### config.mk
export PLATFORM = sky130hd
export DESIGN_NAME = keypad_hex_entry
export DESIGN_NICKNAME = d
export VERILOG_FILES = /design/src/rtl/keypad_hex_entry.sv
export SDC_FILE = /design/constraint.sdc
export NUM_CORES = 1
export LEC_CHECK = 0
export CAP_MARGIN = 20
export CORE_MARGIN = 2
export CORE_UTILIZATION = 55
export CTS_BUF_LIST = sky130_fd_sc_hd__clkbuf_8
export CTS_CLUSTER_SIZE = 25
export DETAILED_ROUTE_END_ITERATION = 6
export DONT_BUFFER_PORTS = 1
export HOLD_SLACK_MARGIN = 0.03
export PLACE_DENSITY = 0.67
export SLEW_MARGIN = 25
export SYNTH_ARGS = -nofsm -noshare
export SYNTH_HDL_FRONTEND = slang
export SYNTH_SLANG_ARGS = --single-unit
### constraint.sdc
create_clock -name CLK -period 5.8 [get_ports CLK]
set_clock_uncertainty 0.1 [all_clocks]
set_input_delay 0 -clock CLK [delete_from_list [all_inputs] [get_ports CLK]]
set_output_delay 0 -clock CLK [all_outputs]
set_load 0.005 [all_outputs]
### src/rtl/keypad_hex_entry.sv
// 4x4 hex keypad scanner: drives one column low at a time, samples the
// synchronized rows at the end of each column period, debounces the full
// 16-bit matrix snapshot and shifts each accepted key code into a 16-bit word.
module keypad_hex_entry #(
    parameter int SCAN_DIV       = 1000,
    parameter int DEBOUNCE_SCANS = 8
) (
    input  logic        CLK,
    input  logic        RST_N,
    input  logic [3:0]  ROW,
    output logic [3:0]  COL,
    output logic [15:0] data,
    output logic        key_valid,
    output logic [3:0]  key_code,
    output logic        key_held
);

    localparam int DIV_W = $clog2(SCAN_DIV);
    localparam int DEB_W = $clog2(DEBOUNCE_SCANS + 1);
    localparam logic [DIV_W-1:0] DIV_LAST = DIV_W'(SCAN_DIV - 1);
    localparam logic [DEB_W-1:0] DEB_MAX  = DEB_W'(DEBOUNCE_SCANS);

    typedef enum logic [1:0] {
        S_IDLE,
        S_PRESSED,
        S_BLOCKED
    } state_t;

    logic [3:0]       r_row_meta;
    logic [3:0]       r_row_sync;
    logic [DIV_W-1:0] r_div;
    logic [1:0]       r_col_idx;
    logic [11:0]      r_snap;
    logic [15:0]      r_raw;
    logic [DEB_W-1:0] r_deb_cnt;
    logic [15:0]      r_stable;
    logic             r_stable_upd;
    state_t           r_state;
    logic [15:0]      r_data;
    logic             r_key_valid;
    logic [3:0]       r_key_code;
    logic             r_key_held;

    logic [3:0]       w_rows;
    logic             w_col_end;
    logic             w_scan_end;
    logic [15:0]      w_snapshot;
    logic [DEB_W-1:0] w_deb_next;
    logic             w_none;
    logic             w_one;
    logic [3:0]       w_code;

    assign w_rows     = ~r_row_sync;
    assign w_col_end  = (r_div == DIV_LAST);
    assign w_scan_end = w_col_end && (r_col_idx == 2'd3);
    // Column 3 rows complete the snapshot on the cycle they are sampled.
    assign w_snapshot = {w_rows, r_snap};

    assign COL       = ~(4'b0001 << r_col_idx);
    assign data      = r_data;
    assign key_valid = r_key_valid;
    assign key_code  = r_key_code;
    assign key_held  = r_key_held;

    // Two-flop synchronizer for the asynchronous row inputs.
    always_ff @(posedge CLK or negedge RST_N) begin
        if (!RST_N) begin
            // Rows idle high (pull-ups), so reset to "nothing pressed".
            r_row_meta <= 4'hF;
            r_row_sync <= 4'hF;
        end else begin
            // NOTE: sequential state uses non-blocking assignments so every
            // flop samples the pre-edge value of its source.
            r_row_meta <= ROW;
            r_row_sync <= r_row_meta;
        end
    end

    // Column divider and column index.
    always_ff @(posedge CLK or negedge RST_N) begin
        if (!RST_N) begin
            r_div     <= '0;
            r_col_idx <= 2'd0;
        end else if (w_col_end) begin
            r_div     <= '0;
            r_col_idx <= r_col_idx + 2'd1;
        end else begin
            r_div <= r_div + 1'b1;
        end
    end

    // Next debounce count for the snapshot completing this cycle.
    always_comb begin
        // NOTE: a default before any branch keeps combinational logic latch-free.
        w_deb_next = r_deb_cnt;
        if (w_snapshot != r_raw) begin
            w_deb_next = DEB_W'(1);
        end else if (r_deb_cnt != DEB_MAX) begin
            w_deb_next = r_deb_cnt + 1'b1;
        end
    end

    // Snapshot assembly, debounce counting and stable-snapshot capture.
    always_ff @(posedge CLK or negedge RST_N) begin
        if (!RST_N) begin
            r_snap       <= '0;
            r_raw        <= '0;
            r_deb_cnt    <= '0;
            r_stable     <= '0;
            r_stable_upd <= 1'b0;
        end else begin
            r_stable_upd <= 1'b0;
            if (w_col_end) begin
                case (r_col_idx)
                    2'd0:    r_snap[3:0]  <= w_rows;
                    2'd1:    r_snap[7:4]  <= w_rows;
                    2'd2:    r_snap[11:8] <= w_rows;
                    default: ;
                endcase
            end
            if (w_scan_end) begin
                r_raw     <= w_snapshot;
                r_deb_cnt <= w_deb_next;
                if (w_deb_next == DEB_MAX) begin
                    r_stable     <= w_snapshot;
                    r_stable_upd <= 1'b1;
                end
            end
        end
    end

    // Population classification and key code of the stable snapshot.
    // Snapshot bit 4c+r maps to key code 4r+c, i.e. the two nibble halves swap.
    always_comb begin
        w_code = 4'h0;
        for (int i = 0; i < 16; i++) begin
            if (r_stable[i]) begin
                w_code = {i[1:0], i[3:2]};
            end
        end
    end

    assign w_none = (r_stable == 16'h0000);
    assign w_one  = !w_none && ((r_stable & (r_stable - 16'd1)) == 16'h0000);

    // Key acceptance FSM with registered outputs; advances only on stable updates.
    always_ff @(posedge CLK or negedge RST_N) begin
        if (!RST_N) begin
            r_state     <= S_IDLE;
            r_data      <= '0;
            r_key_valid <= 1'b0;
            r_key_code  <= 4'h0;
            r_key_held  <= 1'b0;
        end else begin
            r_key_valid <= 1'b0;
            if (r_stable_upd) begin
                case (r_state)
                    S_IDLE: begin
                        if (w_one) begin
                            r_state     <= S_PRESSED;
                            r_key_valid <= 1'b1;
                            r_key_code  <= w_code;
                            r_data      <= {r_data[11:0], w_code};
                            r_key_held  <= 1'b1;
                        end else if (!w_none) begin
                            r_state <= S_BLOCKED;
                        end
                    end
                    S_PRESSED: begin
                        if (w_none) begin
                            r_state    <= S_IDLE;
                            r_key_held <= 1'b0;
                        end
                    end
                    S_BLOCKED: begin
                        if (w_none) begin
                            r_state <= S_IDLE;
                        end
                    end
                    default: r_state <= S_IDLE;
                endcase
            end
        end
    end

endmodule

==> results.md, run 1 <==
* Status: finished, final reports clean
* Root Driver: clkbuf_8
* WS Path Type: reg2reg
* Vias in the first global route at 2711
* Via density at between 5 and 6
* Count leader, synth: nand2_1
* Share of cells above drive strength 1 at a little under an eighth
* 1st-iter DRT viols at 210
* Initial Util at a little under three fifths
* Hold Vio Cnt, Final at 0
* Post-synth net total at between 400 and 500
* Num CTS Buffers at 9
* Cell leakage power at 2.11 nW
* Final setup viols at 0
* Via Count at ~2800
* Dominant cell type by area after synthesis: dfrtp_1
* CP startpoint kind: flop
* Die Y at approximately 90 um
* First-pass GRT wire length at between 10 and 15 mm
* Async SR Flop Fraction at 100%
* Largest net degree at the start of global routing at 90
* Synth Area per Inst at between 10 and 15 sq um
* Total Wirelength at roughly 7.5 mm
* TritonRoute pass-1 iters at 4
* Total power at around 0.0011 W
* # DRC at 0
* Number of H-tree levels at 3
* Row cnt at 31
* Final TNS setup at 0 ns
* Resized Gates After CTS at 0
* Unique masters post-synth at 48
* Tightest Pin Transition at roughly 0.86 ns
* Data arrival time of the critical path at about 3.3 ns
* RSZ-0062 raised after global routing: no
* Overflow after GRT at 0
* Synth-to-layout area growth at 8.62%
* Post-synth top cells: nand2_1, dfrtp_1, o21ai_0, inv_1, xnor2_1
* Instance area at placement at ~0.0042 sq mm
* Mapped Area at approximately 0.004 sq mm
* Sequential area share after synthesis at between 50% and 60%
* Core Util, Final at between 60% and 70%
* Post-route minimum period at around 3.2 ns
* Die area at ~0.008 sq mm
* Worst VDD drop at between 150 and 200 uV
* Wire length per cell at 14.8 um
* Clk_lat worst skew at roughly 0.35 ns
* Top Ports at 32
* Width of the die at 90.1 um
* Yosys top cell area share at roughly 50%
* CTS tree: yes
* Core area at ~0.0072 sq mm
* CP Capture Type: flop
* Post-DRT Antenna Nets at 0
* Tcrit/Tclk final at a little under three fifths
* GRT Resource Usage Total at about a fifth
* GP Congestion at 0.838
* Initial antenna violation count at 0
* Synth Warn # at 0
* Diode count at 0
* EDFF count, synth at 0
* Hpwl dp at between 5 and 6 mm
* Clock buffer depth at 2
* Min Hold Slack at just over 0.08 ns
* WP data required at 5.95 ns
* Seq cells post-synth at 89
* Cts hold-fix bufs at 6
* Fmax at between 0.3 and 0.4 GHz
* Mapped Cells at 398
* Worst Hold Class: in2reg
* PwrDens at ~240 mW/mm^2
* Clock transition at path regs at 0.09 ns
* Maximum Capacitance Violations at 0
* Worst Path Max Fanout at 18
* Slew Viols, Final at 0
* Fin area at 0.00443 sq mm
* Sink Count at slightly below 90
* Synth area leaders: dfrtp_1, nand2_1, dfstp_2
* I/O Buffers at 0
* Max-Slew Margin vs Limit at roughly 42%
* Main synth FF type: dfrtp_1
* Post-CTS Setup Bufs at 0
* Total Nets Final at approximately 420
sequential cells by signal (all words and copies together) (netlist names):
register      count
data             16
r_raw            16
r_stable         16
r_snap           12
r_div            10
r_deb_cnt         4
r_row_meta        4
r_row_sync        4
r_col_idx         2
r_state           2
key_held          1
key_valid         1
r_stable_upd      1
per-layer routing:
layer	vias to the layer above	GRT usage, %	part of all wire (%)
met4	0	6.92	1.4
met2	66	30.3	46
li1	1362	-	-
met1	1345	29.5	49
met3	10	4.53	3.2
met5	-	0	0
stage by stage:
stage	instances	setup slack, ns
3_3_place_gp	486	2.79
2_1_floorplan	398	2.99
5_1_grt	508	2.47
3_5_place_dp	486	2.69
6_report	508	2.61
4_1_cts	508	2.66
power by group:
part	switching [W]	leakage, nW	internal (W)
Clock	0.000230	0.106	0.000204
Combinational	0.0000135	0.802	0.00000549
Sequential	0.00000378	1.20	0.000625
kinds of logic (layout without fill, tap and decap cells):
group	count (synthesis)	in the layout	synth area share, %
XOR/XNOR	25	25	5.37
flip-flops	89	89	54.8
AO/OA/AOI/OAI	55	55	8.31
AND/OR/NAND/NOR	164	164	18.6
adder cells (fa/ha/maj)	11	11	3.25
multiplexers	19	19	5.80
buffers and inverters	35	46	3.80
area by class of cell:
class | instances | area, sq um
multi-input cells | 274 | 1690
clock buffers | 9 | 124
fillers | 637 | 2780
clock inverters | 7 | 77.6
inverters | 22 | 82.6
repair buffers | 8 | 92.6
well taps | 99 | 124
flip-flops and latches | 89 | 2240
path summary, 6_finish.rpt:
kind | startpoint | to | slack, ns | cells after the start
setup / recovery | r_stable[4] | data[15] | 2.61 | 6
hold / removal | ROW[3] | r_row_meta[3] | 0.08 | 1
setup reg to reg | r_stable[4] | data[15] | 2.61 | 6
hold reg to reg | r_row_meta[0] | r_row_sync[0] | 0.26 | 0
max in group asynchronous | RST_N | r_row_sync[0] | 5.12 | 2
min in group asynchronous | RST_N | data[11] | 0.10 | 2
cells in the final DEF, fill, tap and decap left out, types with 6 or more instances in the layout:
master and instances:
nand2_1 101, dfrtp_1 81, o21ai_0 33, inv_1 23, xnor2_1 16, nor2_1 15, nand3_1 10, nand4_1 10
xor2_1 9, mux2_2 9, ha_1 9, clkbuf_8 9, dfstp_2 8, mux2_4 7, nor4_1 6
worst max-delay path, cell delays in order (launching register included):
cell and delay, ns:
dfrtp_1 0.46, nor4_1 0.78, nand4_1 0.19, maj3_1 0.41, a211oi_2 0.36, nand4_4 0.37, mux2_4 0.41
(Power assumes the default switching activity.)
==> run 2, diff against run 1 <==
--- a/config.mk
+++ b/config.mk
@@ -13,7 +13,7 @@
 export DETAILED_ROUTE_END_ITERATION = 6
 export DONT_BUFFER_PORTS = 1
 export HOLD_SLACK_MARGIN = 0.03
-export PLACE_DENSITY = 0.67
+export PLACE_DENSITY = 0.7
 export SLEW_MARGIN = 25
 export SYNTH_ARGS = -nofsm -noshare
 export SYNTH_HDL_FRONTEND = slang
==> constraint.sdc (replaced) <==
create_clock -name CLK -period 2.9 [get_ports CLK]
set_clock_uncertainty 0.1 [all_clocks]
set_input_delay 0 -clock CLK [delete_from_list [all_inputs] [get_ports CLK]]
set_output_delay 0 -clock CLK [all_outputs]
set_load 0.005 [all_outputs]
==> run 2 against run 1 <==
Sequential power up 100%. Clock-buffer cell count is the same. Die area unchanged. Via count up 0.90%. Critical path depth stayed put. Cell count is 2.2% higher. Critical endpoint is now data[12].
==> results.md, run 2 (synthesis results as in run 1) <==
* CTS tree: yes
* Sink Count at 89
* First-pass GRT wire length at between 10 and 15 mm
* Hpwl dp at 5.19 mm
* Initial antenna violation count at 0
* Most frequent cells in the layout: nand2_1, dfrtp_1, o21ai_0, inv_1, xnor2_1
* Clock share of power at between 40 and 50%
* Num CTS Buffers at 9
* I/O Buffers at 0
* Post-route minimum period at between 2 and 3 ns
* Slew Viols, Final at 0
* Largest net degree at the start of global routing at 90
* Logic pwr share at under 10%
* CP Capture Type: flop
* Tightest Pin Transition at ~0.70 ns
* Most common cell after layout, fill and taps aside: nand2_1
* Total Wirelength at about 7.6 mm
* Core Util, Final at a little over three fifths
* Share of cells above drive strength 1 at approximately 14%
* Fillers at around 620
* Sequential share of power at between 50% and 60%
* CP startpoint kind: flop
* Clk_lat worst skew at 0.36 ns
* 1st-iter DRT viols at between 100 and 150
* Die area at roughly 0.0081 sq mm
* Total Nets Final at between 400 and 500
* Number of H-tree levels at 3
* Dpl ws at approximately 0.047 ns
* PwrDens at around 480 mW/mm^2
* Clock buffer depth at 2
* TritonRoute pass-1 iters at 4
* RSZ-0062 raised after global routing: no
* Final TNS setup at 0 ns
* Int Power at between 0.0015 and 0.002 W
* Top Ports at 32
* WS Path Type: reg2reg
* Worst VDD drop at 331 uV
* Row cnt at 31
* Synth-to-layout area growth at 11.1%
* Worst Path Max Fanout at 18
* Initial Util at 56.6%
* Min Hold Slack at between 0.07 and 0.08 ns
* R2R Setup Slk at 0.09 ns
* Worst Hold Class: in2reg
* Vias in the first global route at 2784
* Wire length per cell at approximately 15 um
* WP data required at 3.06 ns
* Sw Share at between 20% and 30%
* Diode count at 0
* Via Count at between 2000 and 3000
* Psw at 0.000500 W
* Clock transition at path regs at roughly 0.10 ns
* GRT Resource Usage Total at ~20%
* Multi-input gate area at ~0.0017 sq mm
* Post-DRT Antenna Nets at 0
* Width of the die at ~90 um
* Hold Vio Cnt, Final at 0
* GP Congestion at 0.863
* Data arrival time of the critical path at between 2 and 3 ns
* Setup WS post-layout at about 0.087 ns
* Status: finished, final reports clean
* Max-Slew Margin vs Limit at 52.9%
* Cell leakage power at 2.17 nW
* Die Y at 90.1 um
* Tcrit/Tclk final at approximately 97%
* Fmax at 0.356 GHz
* Via density at between 5 and 6
* Reg area at approximately 0.0022 sq mm
* # DRC at 0
* Core area at 0.00721 sq mm
* Maximum Capacitance Violations at 0
* Overflow after GRT at 0
* Root Driver: clkbuf_8
* Final setup viols at 0
-- run 2: power groups by stage --
stage / logic [W] / clock network (W) / registers (W)
finish: 0.0000385 / 0.000872 / 0.00126
global route: 0.0000459 / 0.000943 / 0.00126
CTS: 0.0000405 / 0.000887 / 0.00126
detailed placement: 0.00000621 / 0 / 0.00128
global placement: 0.00000607 / 0 / 0.00128
floorplan: 0.00000481 / 0 / 0.00128
-- run 2: per-layer routing --
metal / up-vias / part of all wire, % / GRT usage (%)
li1: 1384 / - / -
met1: 1375 / 48 / 27.6
met2: 38 / 48 / 33.0
met3: 11 / 2.7 / 3.60
met4: 0 / 1.7 / 8.72
met5: - / 0 / 0
-- run 2: timing repair --
item	4_1_cts	5_1_grt
endpoints found under the setup margin	0	15
resized for setup	0	1
hold endpoints to repair	93	0
buffers inserted	0	0
hold buffers	6	0
-- run 2: worst paths after layout --
| check | startpoint | endpoint | cells past startpoint |
|---|---|---|---|
| setup / recovery | r_stable[3] | data[12] | 6 |
| hold / removal | ROW[3] | r_row_meta[3] | 1 |
| setup reg to reg | r_stable[3] | data[12] | 6 |
| hold reg to reg | r_row_meta[0] | r_row_sync[0] | 0 |
| min in group asynchronous | RST_N | data[8] | 2 |
| max in group asynchronous | RST_N | r_row_meta[2] | 2 |
-- run 2: final cells by class --
cell class / instances / share of cell area, %
inverters: 22 / 1.82
multi-input cells: 274 / 37.5
clock inverters: 7 / 1.68
clock buffers: 9 / 2.73
flip-flops and latches: 89 / 49.4
repair buffers: 19 / 4.14
well taps: 99 / 2.73
-- run 2: through the flow --
step           total power [W]  cells  cell area [sq um]
4_1_cts                0.00219    519               4530
6_report               0.00217    519               4530
3_5_place_dp           0.00129    497               4250
3_3_place_gp           0.00129    497               4250
2_1_floorplan          0.00128    398               4080
5_1_grt                0.00225    519               4530
-- run 2: worst max-delay path, stage by stage (launching register included) --
cell and delay [ns]:
dfrtp_1 0.41, or4_1 0.65, or4_1 0.59, a211oi_4 0.33
nand4_4 0.14, buf_12 0.18, mux2_4 0.31
